## config.mk

```make
export PLATFORM = sky130hd
export DESIGN_NAME = fifo_rd_arbiter
export DESIGN_NICKNAME = d
export VERILOG_FILES = /design/src/rtl/fifo_rd_arb_pkg.sv /design/src/rtl/fifo_rd_arbiter_rr_pick.sv /design/src/rtl/fifo_rd_arbiter.sv
export SDC_FILE = /design/constraint.sdc
export NUM_CORES = 1
export LEC_CHECK = 0
export CAP_MARGIN = 20
export CORE_ASPECT_RATIO = 0.9
export CORE_MARGIN = 5
export CORE_UTILIZATION = 25
export CTS_CLUSTER_SIZE = 28
export DETAILED_ROUTE_END_ITERATION = 6
export GPL_TIMING_DRIVEN = 0
export RECOVER_POWER = 25
export SYNTH_ARGS = -nofsm -noshare
export SYNTH_HDL_FRONTEND = slang
export SYNTH_SLANG_ARGS = --single-unit
```

## constraint.sdc

```tcl
create_clock -name r_Clk -period 2.4 [get_ports r_Clk]
set_input_delay 0.36 -clock r_Clk [delete_from_list [all_inputs] [get_ports r_Clk]]
set_output_delay 0.36 -clock r_Clk [all_outputs]
set_load 0.03 [all_outputs]
```

## src/rtl/fifo_rd_arb_pkg.sv

```systemverilog
// Shared types and helpers for the async FIFO read-side arbiter.
package fifo_rd_arb_pkg;

  localparam int MAX_REQ = 8;

  typedef enum logic {
    IDLE,
    SERVE
  } state_t;

  function automatic logic [31:0] bin2gray(input logic [31:0] b);
    return b ^ (b >> 1);
  endfunction

endpackage

```

## src/rtl/fifo_rd_arbiter_rr_pick.sv

```systemverilog
// Combinational round-robin picker: first set req bit above last_owner, wrapping.
module rr_pick #(
  parameter int num_Req = 4,
  localparam int IW = $clog2(num_Req)
) (
  input  logic [num_Req-1:0] req,
  input  logic [IW-1:0]      last_owner,
  output logic [IW-1:0]      owner,
  output logic               valid
);

  int            idx;
  logic [IW-1:0] idx_w;

  // Scan from farthest to nearest so the nearest candidate is the final assignment.
  always_comb begin
    owner = last_owner;
    valid = 1'b0;
    idx   = 0;
    idx_w = '0;
    for (int i = num_Req; i >= 1; i--) begin
      idx   = (int'(last_owner) + i) % num_Req;
      idx_w = IW'(idx);
      if (req[idx_w]) begin
        owner = idx_w;
        valid = 1'b1;
      end
    end
  end

endmodule

```

## src/rtl/fifo_rd_arbiter.sv

```systemverilog
// Async FIFO read-domain controller: round-robin read-port sharing, read pointer, empty flag.
// Define FIFO_RD_BURST_EN for up to max_Burst pops per grant; otherwise one pop per grant.
module fifo_rd_arbiter
  import fifo_rd_arb_pkg::*;
#(
  parameter int address_Size = 3,
  parameter int num_Req      = 4,
  parameter int max_Burst    = 4
) (
  input  logic                    r_Clk,
  input  logic                    r_Rst,
  input  logic [num_Req-1:0]      req,
  input  logic [address_Size:0]   rsync_Wptr,
  input  logic [7:0]              mem_Rdata,
  output logic [address_Size:0]   r_Ptr,
  output logic [address_Size-1:0] r_Addr,
  output logic                    r_En,
  output logic                    r_Empty,
  output logic [num_Req-1:0]      gnt,
  output logic [7:0]              out_Data,
  output logic                    out_Vld,
  output logic [num_Req-1:0]      out_Id
);

  localparam int PW = address_Size + 1;
  localparam int IW = $clog2(num_Req);

  if (num_Req < 2 || num_Req > MAX_REQ || max_Burst < 1 || max_Burst > (1 << address_Size))
  begin : g_cfg_check
    $error("fifo_rd_arbiter: parameter out of range");
  end

  state_t             state;
  logic [PW-1:0]      rbin;
  logic [PW-1:0]      rbin_next;
  logic [PW-1:0]      rgray_next;
  logic [IW-1:0]      last_owner;
  logic [IW-1:0]      cur_owner;
  logic [IW-1:0]      pick_owner;
  logic               pick_vld;
  logic               pop;
  logic [num_Req-1:0] pick_oh;

  rr_pick #(.num_Req(num_Req)) u_pick (
    .req        (req),
    .last_owner (last_owner),
    .owner      (pick_owner),
    .valid      (pick_vld)
  );

  always_comb begin
    pick_oh             = '0;
    pick_oh[pick_owner] = 1'b1;
  end

  assign pop        = (state == SERVE) && |(req & gnt) && !r_Empty;
  assign rbin_next  = rbin + {{(PW-1){1'b0}}, pop};
  assign rgray_next = PW'(bin2gray(32'(rbin_next)));
  assign r_En       = pop;
  assign r_Addr     = rbin[address_Size-1:0];
  assign out_Data   = mem_Rdata;

`ifdef FIFO_RD_BURST_EN
  localparam int BW = $clog2(max_Burst + 1);
  logic [BW-1:0] burst_cnt;
  logic          burst_more;

  // Keep the grant only if this pop is neither the last allowed nor the one that drains the FIFO.
  assign burst_more = pop && (int'(burst_cnt) + 1 < max_Burst) && (rgray_next != rsync_Wptr);
`endif

  always_ff @(posedge r_Clk) begin
    if (!r_Rst) begin
      state      <= IDLE;
      gnt        <= '0;
      rbin       <= '0;
      r_Ptr      <= '0;
      r_Empty    <= 1'b1;
      out_Vld    <= 1'b0;
      out_Id     <= '0;
      last_owner <= IW'(num_Req - 1);
      cur_owner  <= '0;
`ifdef FIFO_RD_BURST_EN
      burst_cnt  <= '0;
`endif
    end else begin
      rbin    <= rbin_next;
      r_Ptr   <= rgray_next;
      r_Empty <= (rgray_next == rsync_Wptr);
      out_Vld <= pop;
      out_Id  <= pop ? gnt : '0;
      case (state)
        IDLE: begin
          if (pick_vld && !r_Empty) begin
            state     <= SERVE;
            gnt       <= pick_oh;
            cur_owner <= pick_owner;
`ifdef FIFO_RD_BURST_EN
            burst_cnt <= '0;
`endif
          end
        end
        SERVE: begin
`ifdef FIFO_RD_BURST_EN
          if (burst_more) begin
            burst_cnt <= burst_cnt + 1'b1;
          end else begin
            state      <= IDLE;
            gnt        <= '0;
            last_owner <= cur_owner;
          end
`else
          state      <= IDLE;
          gnt        <= '0;
          last_owner <= cur_owner;
`endif
        end
        default: state <= IDLE;
      endcase
    end
  end

endmodule

```

## After elaboration in Yosys (flattened, before gate mapping)

Cells that the tools add are included.

- $add $sub $neg: 5
- $lt $le $gt $ge: 6
- Eq/ne operators: 2
- Multiplexer cells: 22
- Bitwise operators: 3
- Reductions and logical operators: 8

Operators with widths:

| operator | count |
|---|---|
| 2-bit by 3-bit less-than comparator with 1-bit output (second input constant) | 5 |
| 1-bit two-way mux | 10 |
| 1-bit binary-select mux with 2-bit select | 4 |
| 2-bit two-way mux | 4 |
| 4-bit case mux with 2 select lines | 1 |
| 2-bit by 1-bit adder with 2-bit output (second input constant) | 2 |
| 2-bit adder (second input constant) | 2 |
| 4-bit by 1-bit adder with 4-bit output | 1 |
| 4-bit AND | 1 |
| 4-bit == test | 1 |
| 1-bit logical AND | 4 |
| 4-bit two-way mux | 1 |
| 2-bit AND reduction | 2 |
| 4-bit OR reduction | 1 |
| 4-bit by 3-bit XOR with 4-bit output | 1 |
| 1-bit demux with 2-bit select | 1 |
| 2-bit by 1-bit >= comparator with 1-bit output (second input constant) | 1 |
| 2-bit inequality test (second input constant) | 1 |
| 1-bit case mux with 2 select lines | 1 |
| 1-bit zero test | 1 |
| 1-bit inverter | 1 |

- Bits in registers: 23
- Output and inout bits: 26
- Word-level logic and storage cells: 55

## Depth between registers and ports, before layout

Gate-level depths: netlist of run 1.

- Depth in word-level cells: 13
- Mapped depth: 10

## Modules after synthesis

Synthesis of run 1 repeated with hierarchy kept, for this count alone.

- Cell total of the unflattened synthesis: 108
- Area, all modules: 1,004.7 sq um

Modules (own cells, without submodules):

| module | times used | cells each | area each (sq um) |
|---|---|---|---|
| fifo_rd_arbiter | 1 | 94 | 922.1 |
| rr_pick | 1 | 14 | 82.6 |

## Worst setup path before layout of run 1

OpenSTA, ideal clock, no wires.

- Kind: register -> register
- From: register gnt[1]
- To: register r_Empty
- Setup time: 74 ps
- Data arrival time: 2,489 ps
- Data required time: 2,326 ps
- Path slack: -163 ps
- Cell stages (with the launch flop): 11
- Buffers on the path: 0
- Period minus slack after synthesis: 2,563 ps
- Path through: dfxtp_1 a22o_1 o21ai_0 nor2_1 ha_1 ha_1 xor2_2 xor2_1 nand3b_1 a21boi_0 o21ai_0

- Longest elaborated chain between the ends: 7

Ends and longest elaborated chain:

| item | line | source |
|---|---|---|
| start, declared | fifo_rd_arbiter.sv:19 | `output logic [num_Req-1:0] gnt,` |
| start signal, assigned | fifo_rd_arbiter.sv:96 | `gnt <= pick_oh;` |
| 4-bit AND | fifo_rd_arbiter.sv:56 | `assign pop = (state == SERVE) && \|(req & gnt) && !r_Empty;` |
| 4-bit OR reduction | fifo_rd_arbiter.sv:56 |  |
| 1-bit logical AND (2 in series) | fifo_rd_arbiter.sv:56 |  |
| via r_En | fifo_rd_arbiter.sv:17 | `output logic r_En,` |
| 4-bit by 1-bit adder with 4-bit output | fifo_rd_arbiter.sv:57 | `assign rbin_next = rbin + {{(PW-1){1'b0}}, pop};` |
| 4-bit by 3-bit XOR with 4-bit output | fifo_rd_arb_pkg.sv:12 | `return b ^ (b >> 1);` |
| 4-bit == test | fifo_rd_arbiter.sv:89 | `r_Empty <= (rgray_next == rsync_Wptr);` |
| end signal, assigned | fifo_rd_arbiter.sv:89 |  |
| end, declared | fifo_rd_arbiter.sv:18 | `output logic r_Empty,` |

The timed path passes the listed nets, and every way through them passes these cells.
A chain may end at the register's enable or synchronous reset.

## Final worst setup path of run 1

- From: input port req[2]
- To: register r_Empty

- Longest elaborated chain between the ends: 7

Ends and longest elaborated chain:

| item | line | source |
|---|---|---|
| start, declared | fifo_rd_arbiter.sv:12 | `input logic [num_Req-1:0] req,` |
| 4-bit AND | fifo_rd_arbiter.sv:56 |  |
| 4-bit OR reduction | fifo_rd_arbiter.sv:56 |  |
| 1-bit logical AND (2 in series) | fifo_rd_arbiter.sv:56 |  |
| 4-bit by 1-bit adder with 4-bit output | fifo_rd_arbiter.sv:57 |  |
| 4-bit by 3-bit XOR with 4-bit output | fifo_rd_arb_pkg.sv:12 |  |
| 4-bit == test | fifo_rd_arbiter.sv:89 |  |

Every way passes these cells.

==> results summary, run 1 <==
The number of buffers between clock root and the deepest sink came out at 2. In the global route stage, met2 resource usage came out at 0.131. The number of clock buffers added by TritonCTS is 3.

The worst hold margin came out at ~0.47 ns. Subtracting the final worst setup slack from the clock period gives 2.30 ns. The number of antenna-violating nets in the routed design came out at 0. TritonCTS built the clock tree.

The total DRC errors in the routed layout is 0. The final worst-path cycle share came out at 0.957. The number of sinks handled by clock tree synthesis is 22. For this run, global-route usage on met1 was measured as 0.103. The required arrival time at the worst endpoint came out at 2.54 ns. CTS built an H-tree with a depth of 1. Power spread over the standard cell area amounts to 500 nW/µm². The number of placed I/O pins came out at 44. IR analysis of the VDD net gives a maximum drop of 182 µV.

The number of antenna cells inserted is 0. For this configuration, the core starts out at a cell density of 0.262. The tree is rooted in a sky130_fd_sc_hd__clkbuf_8.

In the synthesized netlist the dominant register cell turns out to be sky130_fd_sc_hd__dfxtp_1. The count of buffers added on input and output ports is 35. The wire length of the first global-routing pass is 3.69 mm.

The maximum fanout encountered on the critical timing path came out at 4. The global routing stage identified its most utilized layer as met2. The number of synthesized flops with an enable pin came out at 0. The tool flagged a number of max-cap violations equal to 0. The via density per instance came out at 4.38.

The met3 track demand over resource is 0.0260. The final net count came out at 167. The vertical extent of the die came out at 69.7 µm.

The final clock skew came out at ~0.0057 ns. Clock-pin slew was measured on the worst setup and hold paths at 0.08 ns. Headroom to the max-slew limit came out at 0.743. The count of endpoints failing setup in the final report is 0. Static timing analysis puts the maximum clock frequency at 0.435 GHz.

Summed over all layers, the global routing overflow is 0. The number of antenna violations at the first check in global routing came out at 0. The area of the core came out at 3780 µm². The number of nets in the synthesized netlist is around 130. The share of async-settable or async-resettable flops after synthesis came out at 0. Data on the critical path arrives at its endpoint at 2.43 ns. The critical path is of the in2reg type. The average wire per cell in the routed design is 11.8 µm.

The die covers roughly 5300 µm². The Yosys step of the flow raised 0 warnings. Dividing the synthesized area by the synthesized cell count gives 9.44 µm². Summed over all cells, the static leakage comes to 0.601 nW.

The tightest min-delay check is of the reg2reg type. The all-layer global routing usage is 0.0851. The number of unique standard cell types used by synthesis is 29. The clock reaches the later pin of the worst-skew pair after approximately 0.26 ns. The worst setup path is launched from an input pin. The share of layout cells above drive strength 1 came out at 0.159. The maximum number of pins on one net before global-route repair came out at 12. The run finished with clean final reports. The row count is 21. The worst setup path is captured at a register.

Synthesis handed over a netlist of 105 instances. The count of endpoints failing hold in the final timing report was 0. The total count of max-transition violations in the final report was 0. The congestion estimate from routability-driven global placement came to 0.754. The number of storage elements in the synthesis netlist came out at 22. The die width is 76.4 µm. The area growth from synthesis to layout came out at 50.0%.

After legalization and detailed placement, the total HPWL measured 1.80 mm. The number of DRC markers after the initial detailed-route iteration is 13. Setup repair after global routing left no endpoint under its margin. The wire length reported by the detailed router came out at ~2.2 mm. For the pin with the worst max-slew slack, the measured transition is about 0.39 ns. For this run, the detailed router's first-pass iteration total came to 4. The via count is 836. After synthesis the cells add up to 991 µm². The sum of internal, switching and leakage power came out at 744 µW. The post-synthesis sequential area ratio came out at 0.444.

The number of global-route vias before repair came out at approximately 840.
-- registers in the layout, indices dropped and copies added (netlist names) --
| signal | flops |
|---|---|
| out_Id | 4 |
| cur_owner | 2 |
| last_owner | 2 |
| state | 1 |
| rbin | 3 |
| out_Vld | 1 |
| r_Ptr | 4 |
| r_Empty | 1 |
| gnt | 4 |
-- synth_stat cells, types with 2 or more instances --
cell type	instances	area, µm²
sky130_fd_sc_hd__o21a_1	2	15.0
sky130_fd_sc_hd__dfxtp_1	22	440
sky130_fd_sc_hd__nand3b_1	2	15.0
sky130_fd_sc_hd__a22o_1	2	17.5
sky130_fd_sc_hd__nand2_1	9	33.8
sky130_fd_sc_hd__a21oi_1	6	30.0
sky130_fd_sc_hd__nor2_1	7	26.3
sky130_fd_sc_hd__and2_1	10	62.6
sky130_fd_sc_hd__or3b_1	2	17.5
sky130_fd_sc_hd__o21ai_0	4	20.0
sky130_fd_sc_hd__mux2i_1	2	20.0
sky130_fd_sc_hd__a21boi_0	3	22.5
sky130_fd_sc_hd__buf_4	9	67.6
sky130_fd_sc_hd__xnor2_1	2	17.5
sky130_fd_sc_hd__ha_1	2	25.0
sky130_fd_sc_hd__inv_1	2	7.51
sky130_fd_sc_hd__xor2_1	5	43.8
sky130_fd_sc_hd__nand2b_1	3	18.8
-- stage by stage --
stage          TNS, ns  worst slack [ns]  cells  area (µm²)   util
3_5_place_dp    -0.819            -0.445    186        1410  0.371
2_1_floorplan        0            0.0107    105         997      -
6_report             0             0.104    191        1490  0.393
5_1_grt              0           0.00814    191        1490  0.393
4_1_cts              0           0.00257    190        1470  0.388
3_3_place_gp    -0.809            -0.433    186        1410  0.371
-- power breakdown --
group          total [mW]  internal, mW  switching [mW]
combinational       0.136        0.0672          0.0685
sequential          0.388         0.377          0.0105
clock               0.221         0.112           0.109
-- cell families (layout without fill, tap and decap cells) --
logic type / Yosys count / after routing / synth area share
buffers and inverters: 13 / 53 / 0.0909
adder cells (fa/ha/maj): 2 / 2 / 0.0252
multiplexers: 2 / 2 / 0.0202
AND/OR/NAND/NOR: 37 / 37 / 0.201
XOR/XNOR: 8 / 8 / 0.0783
flip-flops: 22 / 22 / 0.444
AO/OA/AOI/OAI: 21 / 21 / 0.140
-- area by class of cell --
type / instances / area [µm²]
fillers: 395 / 2300
flip-flops and latches: 22 / 444
well taps: 46 / 57.6
repair buffers: 37 / 368
inverters: 2 / 7.51
multi-input cells: 70 / 485
plain buffers: 11 / 82.6
clock buffers: 3 / 41.3
-- layer usage --
layer	share of wire	routed length, µm
met1	0.46	1030
met2	0.43	971
met3	0.082	184
met4	0.027	60
met5	0	0
-- what timing repair did --
| item | 4_1_cts | 5_1_grt |
|---|---|---|
| pin swaps | 2 | 1 |
| endpoints found under the setup margin | 1 | 1 |
| hold buffers | 0 | 0 |
| resized for setup | 3 | 3 |
| setup buffers | 1 | 1 |
-- layout by cell type, fill, tap and decap left out --
master | netlist | layout
sky130_fd_sc_hd__nor2_2 | 0 | 1
sky130_fd_sc_hd__nor2b_1 | 1 | 1
sky130_fd_sc_hd__buf_4 | 9 | 11
sky130_fd_sc_hd__o22ai_1 | 1 | 1
sky130_fd_sc_hd__a31o_2 | 1 | 1
sky130_fd_sc_hd__o21a_1 | 2 | 2
sky130_fd_sc_hd__nor3b_1 | 1 | 1
sky130_fd_sc_hd__nand2b_1 | 3 | 3
sky130_fd_sc_hd__o21ai_2 | 0 | 1
sky130_fd_sc_hd__dfxtp_1 | 22 | 19
sky130_fd_sc_hd__o21ai_0 | 4 | 2
sky130_fd_sc_hd__a221o_1 | 1 | 1
sky130_fd_sc_hd__o221ai_1 | 1 | 1
sky130_fd_sc_hd__o21ai_1 | 0 | 1
sky130_fd_sc_hd__inv_1 | 2 | 2
sky130_fd_sc_hd__clkbuf_1 | 1 | 1
sky130_fd_sc_hd__xor2_2 | 1 | 1
sky130_fd_sc_hd__ha_1 | 2 | 2
sky130_fd_sc_hd__a21boi_0 | 3 | 3
sky130_fd_sc_hd__xnor2_1 | 2 | 2
sky130_fd_sc_hd__clkbuf_8 | 0 | 3
sky130_fd_sc_hd__a22o_1 | 2 | 2
sky130_fd_sc_hd__a21oi_1 | 6 | 6
sky130_fd_sc_hd__clkdlybuf4s50_1 | 0 | 26
sky130_fd_sc_hd__nand3_1 | 1 | 1
sky130_fd_sc_hd__nand2_1 | 9 | 9
sky130_fd_sc_hd__dlymetal6s2s_1 | 0 | 1
sky130_fd_sc_hd__dlygate4sd3_1 | 0 | 8
sky130_fd_sc_hd__dfxtp_2 | 0 | 3
sky130_fd_sc_hd__xor2_1 | 5 | 4
sky130_fd_sc_hd__buf_6 | 1 | 1
sky130_fd_sc_hd__nor2_1 | 7 | 6
sky130_fd_sc_hd__mux2i_1 | 2 | 2
sky130_fd_sc_hd__or3b_1 | 2 | 2
sky130_fd_sc_hd__nand3b_1 | 2 | 2
sky130_fd_sc_hd__or3_1 | 1 | 1
sky130_fd_sc_hd__xor2_4 | 0 | 1
sky130_fd_sc_hd__and2_1 | 10 | 10
-- worst paths after layout --
check | cells after the start | start | endpoint | slack (ns)
hold reg to reg | 2 | cur_owner[1] | last_owner[1] | 0.47
setup / recovery | 11 | req[2] | r_Empty | 0.10
hold / removal | 2 | cur_owner[1] | last_owner[1] | 0.47
setup reg to reg | 10 | gnt[1] | r_Empty | 0.35
-- critical path, cell delays in order --
cell and delay, ns:
sky130_fd_sc_hd__clkdlybuf4s50_1 0.46, sky130_fd_sc_hd__a22o_1 0.26, sky130_fd_sc_hd__o21ai_2 0.14, sky130_fd_sc_hd__nor2_2 0.06
sky130_fd_sc_hd__ha_1 0.20, sky130_fd_sc_hd__ha_1 0.24, sky130_fd_sc_hd__xor2_4 0.23, sky130_fd_sc_hd__xor2_2 0.18
sky130_fd_sc_hd__nor2_1 0.05, sky130_fd_sc_hd__a21boi_0 0.17, sky130_fd_sc_hd__o21ai_1 0.08
No activity file was read; power rests on OpenSTA's default activity.
==> run 2, diff against run 1 <==
- CELL_PAD_IN_SITES_DETAIL_PLACEMENT: not set -> 1
- CELL_PAD_IN_SITES_GLOBAL_PLACEMENT: not set -> 2
- CORE_UTILIZATION: 25 -> 23
- PLACE_DENSITY_LB_ADDON: not set -> 0.1
==> run 2 against run 1 <==
Sequential share of layout area unchanged. Critical path type is now in2out. Highest routed layer unchanged. Sequential power about the same. Largest power group unchanged. Final area stayed put. Register-to-register slack got worse by 0.04 ns. Critical endpoint is now r_En. Clock-buffer cell count stayed put.
==> results summary, run 2 (synthesis gave the netlist of run 1 again) <==
The number of antenna violations at the first check in global routing was 0 (unchanged). The peak supply drop is 166 µV (-8.7%). Among all stages on the critical path, the largest delay is contributed by sky130_fd_sc_hd__clkdlybuf4s50_1.

The HPWL after detailed placement is 2.06 mm (+14%). The max-capacitance violation count came to 0 (unchanged). The final worst-path cycle share came out at 0.890 (-0.0668).

The number of placed I/O pins was 44 (unchanged). The maximum fanout encountered on the critical timing path came out at 4 (unchanged). Setup repair after global routing left no endpoint under its margin. The number of detailed-route iterations in the first pass came out at 2 (-2).

The worst-skew pair later-pin latency is 0.26 ns (about the same). The worst reg2reg path depth came out at 10 (unchanged). The final period demand of the worst path came out at 2.14 ns (-0.160 ns). The total count of max-transition violations in the final report came out at 0 (unchanged).

Traced cell by cell, the critical path runs through dlygate4sd2_1, a22o_1, o21ai_2, nor2_2, clkdlybuf4s50_1. The number of buffers created by CTS came out at 3 (unchanged). The most critical setup path has its endpoint at r_En. The actual slew at the worst max-slew pin came out at 0.472 ns (+0.0864 ns). The count of buffers inserted at the top-level ports is 35 (unchanged). The final setup TNS is 0 ns (unchanged). The switching share of power came out at 0.266 (+0.0142). The number of levels in the clock H-tree came out at 1 (unchanged). The die width is 79.2 µm (+3.7%). The design internal power is 554 µW (-0.42%). The arrival time of data at the critical path endpoint came out at 1.78 ns (-0.65 ns). The number of antenna cells inserted came to 0 (unchanged). The final net count came out at 167 (unchanged). The number of DRC markers after the initial detailed-route iteration is 18 (+5). The flow ran to the end, and the final reports show no timing, DRC or antenna violations.

The initial core utilization is 0.240 (-0.0219). The switching power total is 201 µW (+7.2%). The via count is 843 (+0.84%). The final clock skew is 0.00205 ns (-0.00365 ns).

The all-layer global routing usage was 0.0917 (+0.00655). The average wire per cell in the routed design is 13.3 µm (+13%). The endpoint of the worst register-to-register path is r_Empty.

The area enclosed by the die boundary was 5720 µm² (+7.5%). The largest registers in the layout are gnt x4, out_Id x4, r_Ptr x4. The min-delay analysis places its worst path in the category reg2reg. The area of the core came out at 4130 µm² (+9.1%). The count of endpoints failing setup in the final report came out at 0 (unchanged).

The startpoint type of the worst setup path is an input pin. The worst setup path startpoint is req[1]. The largest stage delay on the critical path was 0.69 ns (+0.23 ns). The weighted congestion at the end of routability-driven global placement was 0.734 (-2.7%). The tightest slew margin relative to the limit came out at 0.685 (-0.0577). The library cell used most frequently in the layout, excluding fill and tap cells, is sky130_fd_sc_hd__clkdlybuf4s50_1. The kind of capture point of the worst setup path is an output port. The number of antenna-violating nets in the routed design is 0 (unchanged). The share of layout cells above drive strength 1 is 0.166 (+0.00690). The portion of total power attributed to sequential cells came out at 0.513 (-0.008). The total DRC errors in the routed layout is 0 (unchanged).

The number of global-route vias before repair came out at 834 (-0.36%). The ratio of total power to cell area is 508 nW/µm² (+1.5%). The top cell types in the final layout, fill and taps aside, are sky130_fd_sc_hd__clkdlybuf4s50_1, sky130_fd_sc_hd__dfxtp_1, sky130_fd_sc_hd__buf_4, sky130_fd_sc_hd__and2_1, sky130_fd_sc_hd__nand2_1. The instance area at placement is 1410 µm² (+0.18%). The clock power share came to 0.307 (+0.011). The wire length of the first global-routing pass is 4.01 mm (+8.6%). The final instance area came out at 1490 µm² (unchanged). The maximum number of pins on one net before global-route repair is 12 (unchanged). TritonCTS built the clock tree. In this run the critical register-to-register path is launched from gnt[3].

The critical path is of the in2out type. The row count is 22 (+4.8%). The count of endpoints failing hold in the final timing report came to 0 (unchanged). The required arrival time at the worst endpoint came to 2.04 ns (-0.50 ns). The number of sinks handled by clock tree synthesis came out at 22 (unchanged).

The number of buffers between clock root and the deepest sink is 2 (unchanged). The via density per instance came to 4.37 (-0.21%). The wire length reported by the detailed router came out at 2.56 mm (+14%). The achievable clock frequency came out at 0.468 GHz (+7.5%).

The master cell of the clock root buffer is sky130_fd_sc_hd__clkbuf_8. The area growth from synthesis to layout came to 50.0% (unchanged). The share of total power in combinational logic came to 0.180 (-0.002). The clock input transition at the sequential cells of the worst setup and hold paths was 0.08 ns (about the same).

The total congestion overflow after global routing is 0 (unchanged). The startpoint identified for the worst hold timing path is gnt[1]. The leakage power of the design is 0.601 nW (about the same). The vertical extent of the die was 72.3 µm (+3.6%). The worst reg-to-reg setup slack is 0.31 ns (-0.04 ns).
## run 2: cell types whose count changed in the layout (fill, tap and decap cells not counted), sizes merged
cell and change:
buf -1, clkbuf +1, clkdlybuf4s50 -1, dlygate4sd2 +2
dlygate4sd3 -2, dlymetal6s2s +1
## run 2: timing repair
action | CTS | global route
hold buffers | 0 | 0
setup endpoints to repair | 2 | 2
pin swaps | 3 | 3
setup buffers | 1 | 1
resized for setup | 6 | 5
## run 2: metrics by stage
step                      setup WS (ns)  hold slack [ns]  instances   util  total power, mW
after floorplan                  0.0107            0.438        105      -            0.478
after global placement           -0.559            0.463        188  0.341            0.535
after detailed placement         -0.551            0.465        188  0.341            0.537
after CTS                        0.0179            0.480        192  0.356            0.773
after global routing              0.137            0.502        193  0.360            0.790
final                             0.264            0.477        193  0.360            0.755
## run 2: routing by layer
metal	vias to the layer above	routed length, µm	global-route usage
met5	-	0	0
met4	0	48	0.0458
met3	4	190	0.0273
met2	34	1100	0.146
met1	381	1220	0.113
li1	424	-	-
## run 2: worst min path at each step
stage | to | slack (ns) | depth (start not counted)
finish | gnt[1] | 0.48 | 2
global route | gnt[2] | 0.50 | 2
CTS | gnt[2] | 0.48 | 2
detailed placement | last_owner[1] | 0.47 | 2
global placement | last_owner[1] | 0.46 | 2
floorplan | last_owner[0] | 0.44 | 2
## run 2: critical path, delay by kind of cell
kind	cells	cell delay (ns)
compound gates	2	0.27
buf+inv	2	0.97
simple gates	1	0.17
## run 2: final cells by class
cell class	instances	area, µm²
flip-flops and latches	22	444
well taps	48	60.1
fillers	489	2640
repair buffers	37	368
plain buffers	11	75.1
clock buffers	3	41.3
multi-input cells	70	490
inverters	2	7.51
## run 2: power groups by stage
stage,Combinational (mW),Sequential (mW),Clock [mW]
after floorplan,0.0740,0.404,0
after global placement,0.139,0.396,0
final,0.136,0.387,0.232
after CTS,0.142,0.387,0.244
after detailed placement,0.141,0.396,0
after global routing,0.147,0.389,0.254
==> run 3, diff against run 2 <==
- RECOVER_POWER: 25 -> not set
==> run 3 against run 2 <==
Die area is the same. Register-to-register slack is essentially flat. Final cell count is the same. Via count grew 0.12%. Routed wire length shrank 0.47%. Worst hold slack is essentially flat. Global-route usage is the same. Critical path type unchanged. Largest cell class unchanged.
==> results summary, run 3 (synthesis gave the netlist of run 1 again) <==
The largest registers in the layout are gnt x4, out_Id x4, r_Ptr x4. The max-capacitance violation count is 0 (unchanged). The actual slew at the worst max-slew pin came to 0.471 ns (-0.000398 ns).

The design internal power was 558 µW (+0.67%). The cell family contributing the most delay on the critical path is buffers and inverters. The area enclosed by the die boundary is 5720 µm² (unchanged). The share of layout cells above drive strength 1 is 0.172 (+0.00690).

The switching share of power was 0.265 (-0.00150). The via count came to 844 (+0.12%). In this run the worst hold path is classified as reg2reg. The arrival time of data at the critical path endpoint is 1.78 ns (about the same).

The flow ran to the end, and the final reports show no timing, DRC or antenna violations. TritonCTS built the clock tree. The number of antenna-violating nets in the routed design is 0 (unchanged). The total congestion overflow after global routing is 0 (unchanged). The slowest stage of the critical path is the sky130_fd_sc_hd__clkdlybuf4s50_1 cell. The number of buffers created by CTS is 3 (unchanged). The wire length reported by the detailed router came to 2.55 mm (-0.47%). The number of DRC markers after the initial detailed-route iteration was 19 (+1). The number of detailed-route iterations in the first pass came out at 2 (unchanged). The critical path goes through dlygate4sd2_1, a22o_1, o21ai_2, nor2_2, clkdlybuf4s50_1. The via density per instance is 4.37 (+0.12%). The maximum number of pins on one net before global-route repair came out at 12 (unchanged).

The total DRC errors in the routed layout is 0 (unchanged). The number of sinks handled by clock tree synthesis came out at 22 (unchanged). The worst-case setup slack after placement was -0.551 ns (unchanged). Setup repair after global routing left no endpoint under its margin.

The count of endpoints failing hold in the final timing report is 0 (unchanged). The maximum fanout encountered on the critical timing path came to 4 (unchanged). The weighted congestion at the end of routability-driven global placement came out at 0.734 (unchanged).

The die width is 79.2 µm (unchanged). The number of levels in the clock H-tree is 1 (unchanged). The count of endpoints failing setup in the final report is 0 (unchanged). The count of buffers inserted at the top-level ports is 35 (unchanged). The portion of total power attributed to sequential cells is 0.510 (-0.003). The worst setup path is captured at an output port. The leakage power of the design was 0.604 nW (+0.54%). The wire length of the first global-routing pass is 4.01 mm (unchanged). The number of antenna cells inserted came out at 0 (unchanged). The worst-skew pair later-pin latency came to 0.26 ns (about the same).

The count of hold-fix buffers inserted at cts came out at 0 (unchanged). The HPWL after detailed placement is 2.06 mm (unchanged). The final net count was 167 (unchanged). The switching power total is 201 µW (about the same). The final period demand of the worst path came out at 2.14 ns (+0.0000900 ns). The final clock skew is 0.00178 ns (-0.000266 ns). The achievable clock frequency came out at 0.468 GHz (about the same). The initial core utilization is 0.240 (unchanged). The total count of max-transition violations in the final report is 0 (unchanged). The tightest slew margin relative to the limit came out at 0.685 (about the same). The clock power share was 0.305 (-0.002). The final core area utilization came to 0.362 (+0.00182).

The required arrival time at the worst endpoint is 2.04 ns (about the same). The sum of internal, switching and leakage power came out at 759 µW (+0.47%). The number of buffers between clock root and the deepest sink is 2 (unchanged). The peak supply drop is 166 µV (-0.28%). The worst-case setup margin in the final layout is 0.264 ns (-0.0000900 ns). The area growth from synthesis to layout came out at 50.8%.

CTS placed an instance of sky130_fd_sc_hd__clkbuf_8 at the clock tree root. The worst setup path is launched from an input pin. The clock input transition at the sequential cells of the worst setup and hold paths is 0.08 ns (about the same). The all-layer global routing usage was 0.0917 (unchanged). The final worst-path cycle share is 0.890 (about the same). The number of antenna violations at the first check in global routing came out at 0 (unchanged). The largest stage delay on the critical path was 0.69 ns (about the same). The worst setup path is of the in2out kind.

The library cell used most frequently in the layout, excluding fill and tap cells, is sky130_fd_sc_hd__clkdlybuf4s50_1. The row count came out at 22 (unchanged). The buffering stage count on the worst path with inverters included is 2 (unchanged). The library cells used most frequently in the layout, excluding fill and tap cells, are sky130_fd_sc_hd__clkdlybuf4s50_1, sky130_fd_sc_hd__dfxtp_1, sky130_fd_sc_hd__buf_4, sky130_fd_sc_hd__and2_1, sky130_fd_sc_hd__nand2_1. The average wire per cell in the routed design was 13.2 µm (-0.47%). The area of the core is 4130 µm² (unchanged). The number of global-route vias before repair came out at 834 (unchanged). The ratio of total power to cell area came out at 508 nW/µm² (about the same). The share of total power in combinational logic came out at 0.184 (+0.004). The vertical extent of the die came out at 72.3 µm (unchanged). The number of placed I/O pins is 44 (unchanged).
## run 3: cell count changes in the layout (fill, tap and decap cells not counted)
cell,before,now
sky130_fd_sc_hd__buf_6,0,1
sky130_fd_sc_hd__dlygate4sd3_1,6,0
sky130_fd_sc_hd__clkbuf_1,2,1
sky130_fd_sc_hd__clkdlybuf4s50_1,25,31
## run 3: per-stage QoR
stage / cells / hold WS, ns / cell area [µm²] / setup TNS [ns]
floorplan: 105 / 0.438 / 997 / 0
finish: 193 / 0.477 / 1490 / 0
detailed placement: 188 / 0.465 / 1410 / -1.21
CTS: 192 / 0.480 / 1470 / 0
global placement: 188 / 0.463 / 1410 / -1.37
global route: 193 / 0.502 / 1490 / 0
## run 3: layout make-up
class	instances	area, µm²
Sequential cell	22	444
Tap cell	48	60.1
Timing Repair Buffer	37	368
Fill cell	488	2640
Multi-Input combinational cell	70	490
Inverter	2	7.51
Clock buffer	3	41.3
Buffer	11	82.6
## run 3: final timing paths
kind	start	end	slack, ns	depth (start not counted)
setup / recovery	req[1]	r_En	0.26	5
hold / removal	gnt[1]	gnt[1]	0.48	2
setup reg to reg	gnt[3]	r_Empty	0.31	10
hold reg to reg	gnt[1]	gnt[1]	0.48	2
## run 3: power by group through the flow
stage | Sequential (mW) | Combinational (mW) | Clock, mW
2_1_floorplan | 0.404 | 0.0740 | 0
3_3_place_gp | 0.396 | 0.139 | 0
3_5_place_dp | 0.396 | 0.141 | 0
4_1_cts | 0.387 | 0.142 | 0.244
5_1_grt | 0.389 | 0.151 | 0.254
6_report | 0.387 | 0.140 | 0.232
## run 3: tightest hold or removal path, delay by kind of cell, from the launching register on
family             cells  cell delay (ns)
and+or+nand+nor        1             0.05
AOI/OAI and AO/OA      1             0.05
DFF                    1             0.34
## run 3: metal layers
layer / global-route usage / share of wire / vias up
met1: 0.113 / 0.47 / 381
met2: 0.146 / 0.43 / 34
met4: 0.0458 / 0.019 / 0
met3: 0.0273 / 0.075 / 4
met5: 0 / 0 / -
li1: - / - / 425
## run 3: what timing repair did
| action | in CTS | in global routing |
|---|---|---|
| setup endpoints to repair | 2 | 2 |
| buffers inserted | 1 | 1 |
| gates cloned | 0 | 0 |
| pin swaps | 3 | 3 |
| gates resized for setup | 6 | 5 |
